<file path="config.mk">
export PLATFORM = sky130hd
export DESIGN_NAME = axi2sram_slave
export DESIGN_NICKNAME = d
export VERILOG_FILES = /design/src/rtl/axi2sram_slave.sv
export SDC_FILE = /design/constraint.sdc
export NUM_CORES = 1
export LEC_CHECK = 0
export BUFFER_PORTS_ARGS = -buffer_cell sky130_fd_sc_hd__buf_2
export CORE_MARGIN = 4
export CORE_UTILIZATION = 48
export CTS_CLUSTER_SIZE = 20
export DETAILED_ROUTE_END_ITERATION = 16
export GPL_TIMING_DRIVEN = 0
export PLACE_DENSITY = 0.95
export REMOVE_ABC_BUFFERS = 1
export SLEW_MARGIN = 20
export SYNTH_ARGS = -nofsm -noshare
export SYNTH_HDL_FRONTEND = slang
export SYNTH_SLANG_ARGS = --single-unit
</file>
<file path="constraint.sdc">
create_clock -name ACLK -period 6.3 [get_ports ACLK]
set_input_delay 0.315 -clock ACLK [delete_from_list [all_inputs] [get_ports ACLK]]
set_output_delay 0.315 -clock ACLK [all_outputs]
set_load 0.05 [all_outputs]
</file>
<file path="src/rtl/axi2sram_slave.sv">
// rtl/axi2sram_slave.sv - AXI3 slave bridging one read or write burst at a time onto a single-port SRAM
module axi2sram_slave #(
   parameter int DATA_WIDTH = 32,
   parameter int ADDR_WIDTH = 32,
   parameter int ID_WIDTH   = 6,
   parameter int STRB_WIDTH = DATA_WIDTH/8,
   parameter int SRAM_AW    = 14
) (
   input  logic                  ACLK,
   input  logic                  ARESETn,
   input  logic [ADDR_WIDTH-1:0] AWADDR,
   input  logic [3:0]            AWLEN,
   input  logic [2:0]            AWSIZE,
   input  logic [1:0]            AWBURST,
   input  logic [ID_WIDTH-1:0]   AWID,
   input  logic                  AWVALID,
   output logic                  AWREADY,
   input  logic [DATA_WIDTH-1:0] WDATA,
   input  logic [STRB_WIDTH-1:0] WSTRB,
   input  logic                  WLAST,
   input  logic [ID_WIDTH-1:0]   WID,
   input  logic                  WVALID,
   output logic                  WREADY,
   output logic [1:0]            BRESP,
   output logic [ID_WIDTH-1:0]   BID,
   output logic                  BVALID,
   input  logic                  BREADY,
   input  logic [ADDR_WIDTH-1:0] ARADDR,
   input  logic [3:0]            ARLEN,
   input  logic [2:0]            ARSIZE,
   input  logic [1:0]            ARBURST,
   input  logic [ID_WIDTH-1:0]   ARID,
   input  logic                  ARVALID,
   output logic                  ARREADY,
   output logic [DATA_WIDTH-1:0] RDATA,
   output logic [1:0]            RRESP,
   output logic                  RLAST,
   output logic [ID_WIDTH-1:0]   RID,
   output logic                  RVALID,
   input  logic                  RREADY,
   output logic                  sram_en,
   output logic                  sram_we,
   output logic [SRAM_AW-1:0]    sram_addr,
   output logic [DATA_WIDTH-1:0] sram_wdata,
   output logic [STRB_WIDTH-1:0] sram_wmask,
   input  logic [DATA_WIDTH-1:0] sram_rdata
);

   typedef enum logic [2:0] {IDLE, WR_DATA, WR_RESP, RD_REQ, RD_WAIT, RD_DATA} state_t;

   // Byte address kept only as wide as the SRAM span, so upper bits alias and bursts wrap.
   localparam int AQW = SRAM_AW + 2;

   state_t                state;
   logic [AQW-1:0]        addr_q;
   logic [AQW-1:0]        addr_next;
   logic [3:0]            len_q;
   logic [3:0]            cnt_q;
   logic [2:0]            size_q;
   logic [1:0]            burst_q;
   logic [ID_WIDTH-1:0]   id_q;
   logic                  err_q;
   logic                  prefer_wr;
   logic                  awready_q;
   logic                  arready_q;
   logic                  wready_q;
   logic                  bvalid_q;
   logic                  rvalid_q;
   logic                  rlast_q;
   logic [DATA_WIDTH-1:0] rdata_q;
   logic                  w_hs;
   logic                  last_beat;
   logic                  unused_addr_hi;

   assign w_hs      = wready_q & WVALID;
   assign last_beat = (cnt_q == len_q);
   assign addr_next = (burst_q == 2'b00) ? addr_q : addr_q + (AQW'(1) << size_q);
   assign unused_addr_hi = ^{AWADDR[ADDR_WIDTH-1:AQW], ARADDR[ADDR_WIDTH-1:AQW]};

   always_ff @(posedge ACLK or negedge ARESETn) begin
      if (!ARESETn) begin
         state     <= IDLE;
         addr_q    <= '0;
         len_q     <= '0;
         cnt_q     <= '0;
         size_q    <= '0;
         burst_q   <= '0;
         id_q      <= '0;
         err_q     <= 1'b0;
         prefer_wr <= 1'b1;
         awready_q <= 1'b0;
         arready_q <= 1'b0;
         wready_q  <= 1'b0;
         bvalid_q  <= 1'b0;
         rvalid_q  <= 1'b0;
         rlast_q   <= 1'b0;
         rdata_q   <= '0;
      end else begin
         case (state)
            IDLE: begin
               // READY is raised a cycle after VALID is seen and lowered at the handshake edge.
               if (awready_q) begin
                  awready_q <= 1'b0;
                  if (AWVALID) begin
                     addr_q   <= AWADDR[AQW-1:0];
                     len_q    <= AWLEN;
                     size_q   <= AWSIZE;
                     burst_q  <= AWBURST;
                     id_q     <= AWID;
                     cnt_q    <= '0;
                     err_q    <= 1'b0;
                     wready_q <= 1'b1;
                     state    <= WR_DATA;
                  end
               end else if (arready_q) begin
                  arready_q <= 1'b0;
                  if (ARVALID) begin
                     addr_q  <= ARADDR[AQW-1:0];
                     len_q   <= ARLEN;
                     size_q  <= ARSIZE;
                     burst_q <= ARBURST;
                     id_q    <= ARID;
                     cnt_q   <= '0;
                     state   <= RD_REQ;
                  end
               end else if (AWVALID && (!ARVALID || prefer_wr)) begin
                  awready_q <= 1'b1;
                  prefer_wr <= 1'b0;
               end else if (ARVALID) begin
                  arready_q <= 1'b1;
                  prefer_wr <= 1'b1;
               end
            end
            WR_DATA: begin
               if (w_hs) begin
                  addr_q <= addr_next;
                  cnt_q  <= cnt_q + 4'd1;
                  if ((WID != id_q) || (WLAST != last_beat))
                     err_q <= 1'b1;
                  if (last_beat) begin
                     wready_q <= 1'b0;
                     bvalid_q <= 1'b1;
                     state    <= WR_RESP;
                  end
               end
            end
            WR_RESP: begin
               if (BREADY) begin
                  bvalid_q <= 1'b0;
                  state    <= IDLE;
               end
            end
            RD_REQ: state <= RD_WAIT;
            RD_WAIT: begin
               rdata_q  <= sram_rdata;
               rvalid_q <= 1'b1;
               rlast_q  <= last_beat;
               state    <= RD_DATA;
            end
            RD_DATA: begin
               if (RREADY) begin
                  rvalid_q <= 1'b0;
                  rlast_q  <= 1'b0;
                  if (last_beat) begin
                     state <= IDLE;
                  end else begin
                     cnt_q  <= cnt_q + 4'd1;
                     addr_q <= addr_next;
                     state  <= RD_REQ;
                  end
               end
            end
            default: state <= IDLE;
         endcase
      end
   end

   assign AWREADY    = awready_q;
   assign ARREADY    = arready_q;
   assign WREADY     = wready_q;
   assign BVALID     = bvalid_q;
   assign BID        = id_q;
   assign BRESP      = {bvalid_q & err_q, 1'b0};
   assign RVALID     = rvalid_q;
   assign RID        = id_q;
   assign RRESP      = 2'b00;
   assign RLAST      = rlast_q;
   assign RDATA      = rdata_q;

   // Write beats go straight through to the SRAM in the cycle they are accepted.
   assign sram_en    = w_hs | (state == RD_REQ);
   assign sram_we    = w_hs;
   assign sram_addr  = addr_q[AQW-1:2];
   assign sram_wdata = WDATA;
   assign sram_wmask = w_hs ? WSTRB : '0;

endmodule

</file>
==> flow_metrics.py <==
metrics = {
    "outcome": {
        "outcome": "finished clean",
    },
    "detailed_routing": {
        "drtIter0Drc": 196,
        "wl_per_cell_um": 23.3,
        "first_pass_iters": 5,
        "drc": 0,
        "drt-total-wl_um": 17400,
        "vias": 4215,
        "vias_per_cell": 5.65,
        "ant_nets": 0,
    },
    "global_routing": {
        "grt_max_degree": 51,
        "track_usage": 0.288,
        "overflow": 0,
        "antenna_found_initial": 0,
        "grt_first_pass_wirelength_um": 25000,
        "grt_pass1_vias": 4158,
    },
    "setup_path": {
        "critPathMaxFanout": 20,
        "r2r_start": "state[1]$_DFFE_PN0P_",
        "rrSetupSlack_ns": 3.69,
        "slowest_stage": "dfrtp_1",
        "path_cells": "nand2b_1, nor2_4, a21oi_4, nor2_8, mux2_4",
        "r2r_cells": 5,
        "max_stage_delay_ns": 0.93,
        "reg2reg_to": "addr_q[0]$_DFFE_PN0P_",
        "end_kind": "flip-flop",
        "crit_type": "flip-flop to flip-flop",
        "worstSetupStartpointType": "flip-flop",
        "crit_buf_inv": 0,
        "path_delay_family": "flip-flops",
        "crit_required_ns": 6.53,
        "arrival_ns": 2.84,
    },
    "placed_design": {
        "placedInstanceArea_sq_um": 5600,
        "dp.cells": 729,
        "routabilityCongestion": 0.951,
        "io_buffers": 182,
        "dp_hpwl_um": 14300,
    },
    "timing": {
        "rsz0062_at_grt": "false",
        "fin_tns_setup_ns": 0,
        "setup-violations-final": 0,
        "layout_min_cycle_time_ns": 2.61,
        "drv_slew": 0,
        "worstMarginPinSlew_ns": 0.887,
        "min_period_over_period": 0.414,
        "max-slew-margin-rel": 0.408,
        "hold_ws_ns": 0.180,
        "fin_skew_ns": 0.0101,
        "fmaxAchievable_mhz": 384,
        "hold_viol_final": 0,
    },
    "die": {
        "num_rows": 36,
        "die_area_sq_um": 12000,
        "chipWidth_um": 110,
        "die_h_um": 110,
        "start_util": 0.501,
        "coreArea_sq_um": 9910,
        "io_pins": 282,
    },
    "logic_synthesis": {
        "async_flop_share": 1.00,
        "synth_edf_count": 0,
        "synth_area_per_cell_sq_um": 10.2,
        "synth_area_sq_um": 4960,
        "synth_flop_cell": "dfrtp_1",
        "ys_warn_count": 0,
        "netlist_instances": 485,
        "yosys.cell_types.count": 70,
        "ys_seq_area_frac": 0.394,
        "ys_seq_elements": 78,
    },
    "clocking": {
        "post_cts_resized": 0,
        "cts.clk_slew.worst_paths_ns": 0.08,
        "cts.root.buffer_cell": "clkbuf_8",
        "postCtsHoldBufs": 1,
        "cts_setup_buffers": 0,
        "worstSkewPairLatency_ns": 0.35,
        "clockBufferDepth": 2,
        "h-tree-depth": 3,
        "cts.sinks": 78,
        "cts_buffers": 9,
        "cts_tree": "done",
    },
    "final_layout": {
        "diodes": 0,
        "drive_gt1_frac": 0.395,
        "fin_nets": 794,
        "finalInstanceArea_sq_um": 5800,
        "final_common_cell": "buf_2",
        "area_growth_syn_to_layout_pct": 17.0,
        "final_cell_mix": "181 x buf_2, 76 x dfrtp_1, 44 x nand2_1",
        "final_cells": 746,
    },
    "worst_hold_path": {
        "worstHoldStart": "sram_rdata[16]",
        "whs_endpoint": "RDATA[16]$_DFFE_PN0P_",
        "hold_path_depth": 2,
        "hold_class": "primary input to flip-flop",
    },
    "job": {
        "drv_cap": 0,
    },
    "pwr": {
        "powerDensity_nw_per_um2": 637,
        "max-vdd-ir-drop_mv": 0.362,
        "p_leak_nw": 2.77,
    },
}
flip-flops by register name, summed over array words and instances, names as in the netlist:
| register | flops |
|---|---|
| ARREADY | 1 |
| cnt_q | 4 |
| BID | 6 |
| RDATA | 32 |
| burst_q | 2 |
| len_q | 4 |
| prefer_wr | 1 |
| err_q | 1 |
| WREADY | 1 |
| addr_q | 16 |
| BVALID | 1 |
| state | 3 |
| RLAST | 1 |
| size_q | 3 |
| RVALID | 1 |
| AWREADY | 1 |
power breakdown:
part | internal, mW | leakage (nW) | total (mW) | switching [mW]
Sequential | 0.750 | 0.934 | 1.01 | 0.258
Clock | 0.176 | 0.0869 | 0.375 | 0.199
Combinational | 0.751 | 1.75 | 2.31 | 1.56
how the worst max path moves through the flow:
stage,startpoint,to,slack (ns),depth (start not counted)
after floorplan,AWREADY$_DFFE_PN0P_,cnt_q[2]$_DFFE_PN0P_,3.27,5
after global placement,AWREADY$_DFFE_PN0P_,cnt_q[3]$_DFFE_PN0P_,2.84,5
after detailed placement,state[1]$_DFFE_PN0P_,addr_q[0]$_DFFE_PN0P_,3.76,5
after CTS,state[1]$_DFFE_PN0P_,addr_q[4]$_DFFE_PN0P_,3.75,5
after global routing,size_q[0]$_DFFE_PN0P_,addr_q[13]$_DFFE_PN0P_,3.53,7
final,state[1]$_DFFE_PN0P_,addr_q[0]$_DFFE_PN0P_,3.69,5
cell usage after synthesis, drive strengths merged (9+ instances only):
| library cell | n | area [sq um] |
|---|---|---|
| mux2 | 43 | 507 |
| dfrtp | 77 | 1930 |
| inv | 9 | 33.8 |
| nand2 | 45 | 171 |
| buf | 71 | 515 |
| mux2i | 25 | 250 |
| nor2 | 19 | 110 |
| nor3 | 9 | 56.3 |
| a211oi | 14 | 115 |
| xnor2 | 9 | 78.8 |
| o21ai | 34 | 174 |
| ha | 9 | 113 |
| a31oi | 10 | 62.6 |
| a21oi | 23 | 126 |
area by class of cell:
cell class	count	area (sq um)
inverter	9	33.8
sequential	78	1950
clock buffer	12	165
clock inverter	4	30.0
timing repair buffer	187	1000
multi-input combinational	323	2450
tap	133	166
fill	818	4110
stage by stage:
stage,total power [mW],utilization,setup WS (ns)
2_1_floorplan,2.72,-,3.27
3_3_place_gp,3.20,0.556,2.84
3_5_place_dp,3.31,0.565,3.76
4_1_cts,3.70,0.585,3.75
5_1_grt,3.91,0.585,3.53
6_report,3.70,0.585,3.69
cell families (layout without fill, tap and decap cells):
| group | count (synthesis) | in the layout | share of synthesized area |
|---|---|---|---|
| flip-flops | 78 | 78 | 0.394 |
| other | 1 | 3 | 0.000756 |
| AO/OA/AOI/OAI | 112 | 112 | 0.155 |
| XOR/XNOR | 15 | 15 | 0.0265 |
| adder cells (fa/ha/maj) | 10 | 10 | 0.0267 |
| AND/OR/NAND/NOR | 115 | 115 | 0.129 |
| multiplexers | 68 | 68 | 0.153 |
| buffers and inverters | 86 | 212 | 0.115 |
routing by layer:
metal,wire (um),part of all wire,track usage
met1,5710,0.33,0.286
met2,7620,0.44,0.442
met3,2920,0.17,0.186
met4,1130,0.065,0.190
met5,0,0,0
(Power assumes the default switching activity.)
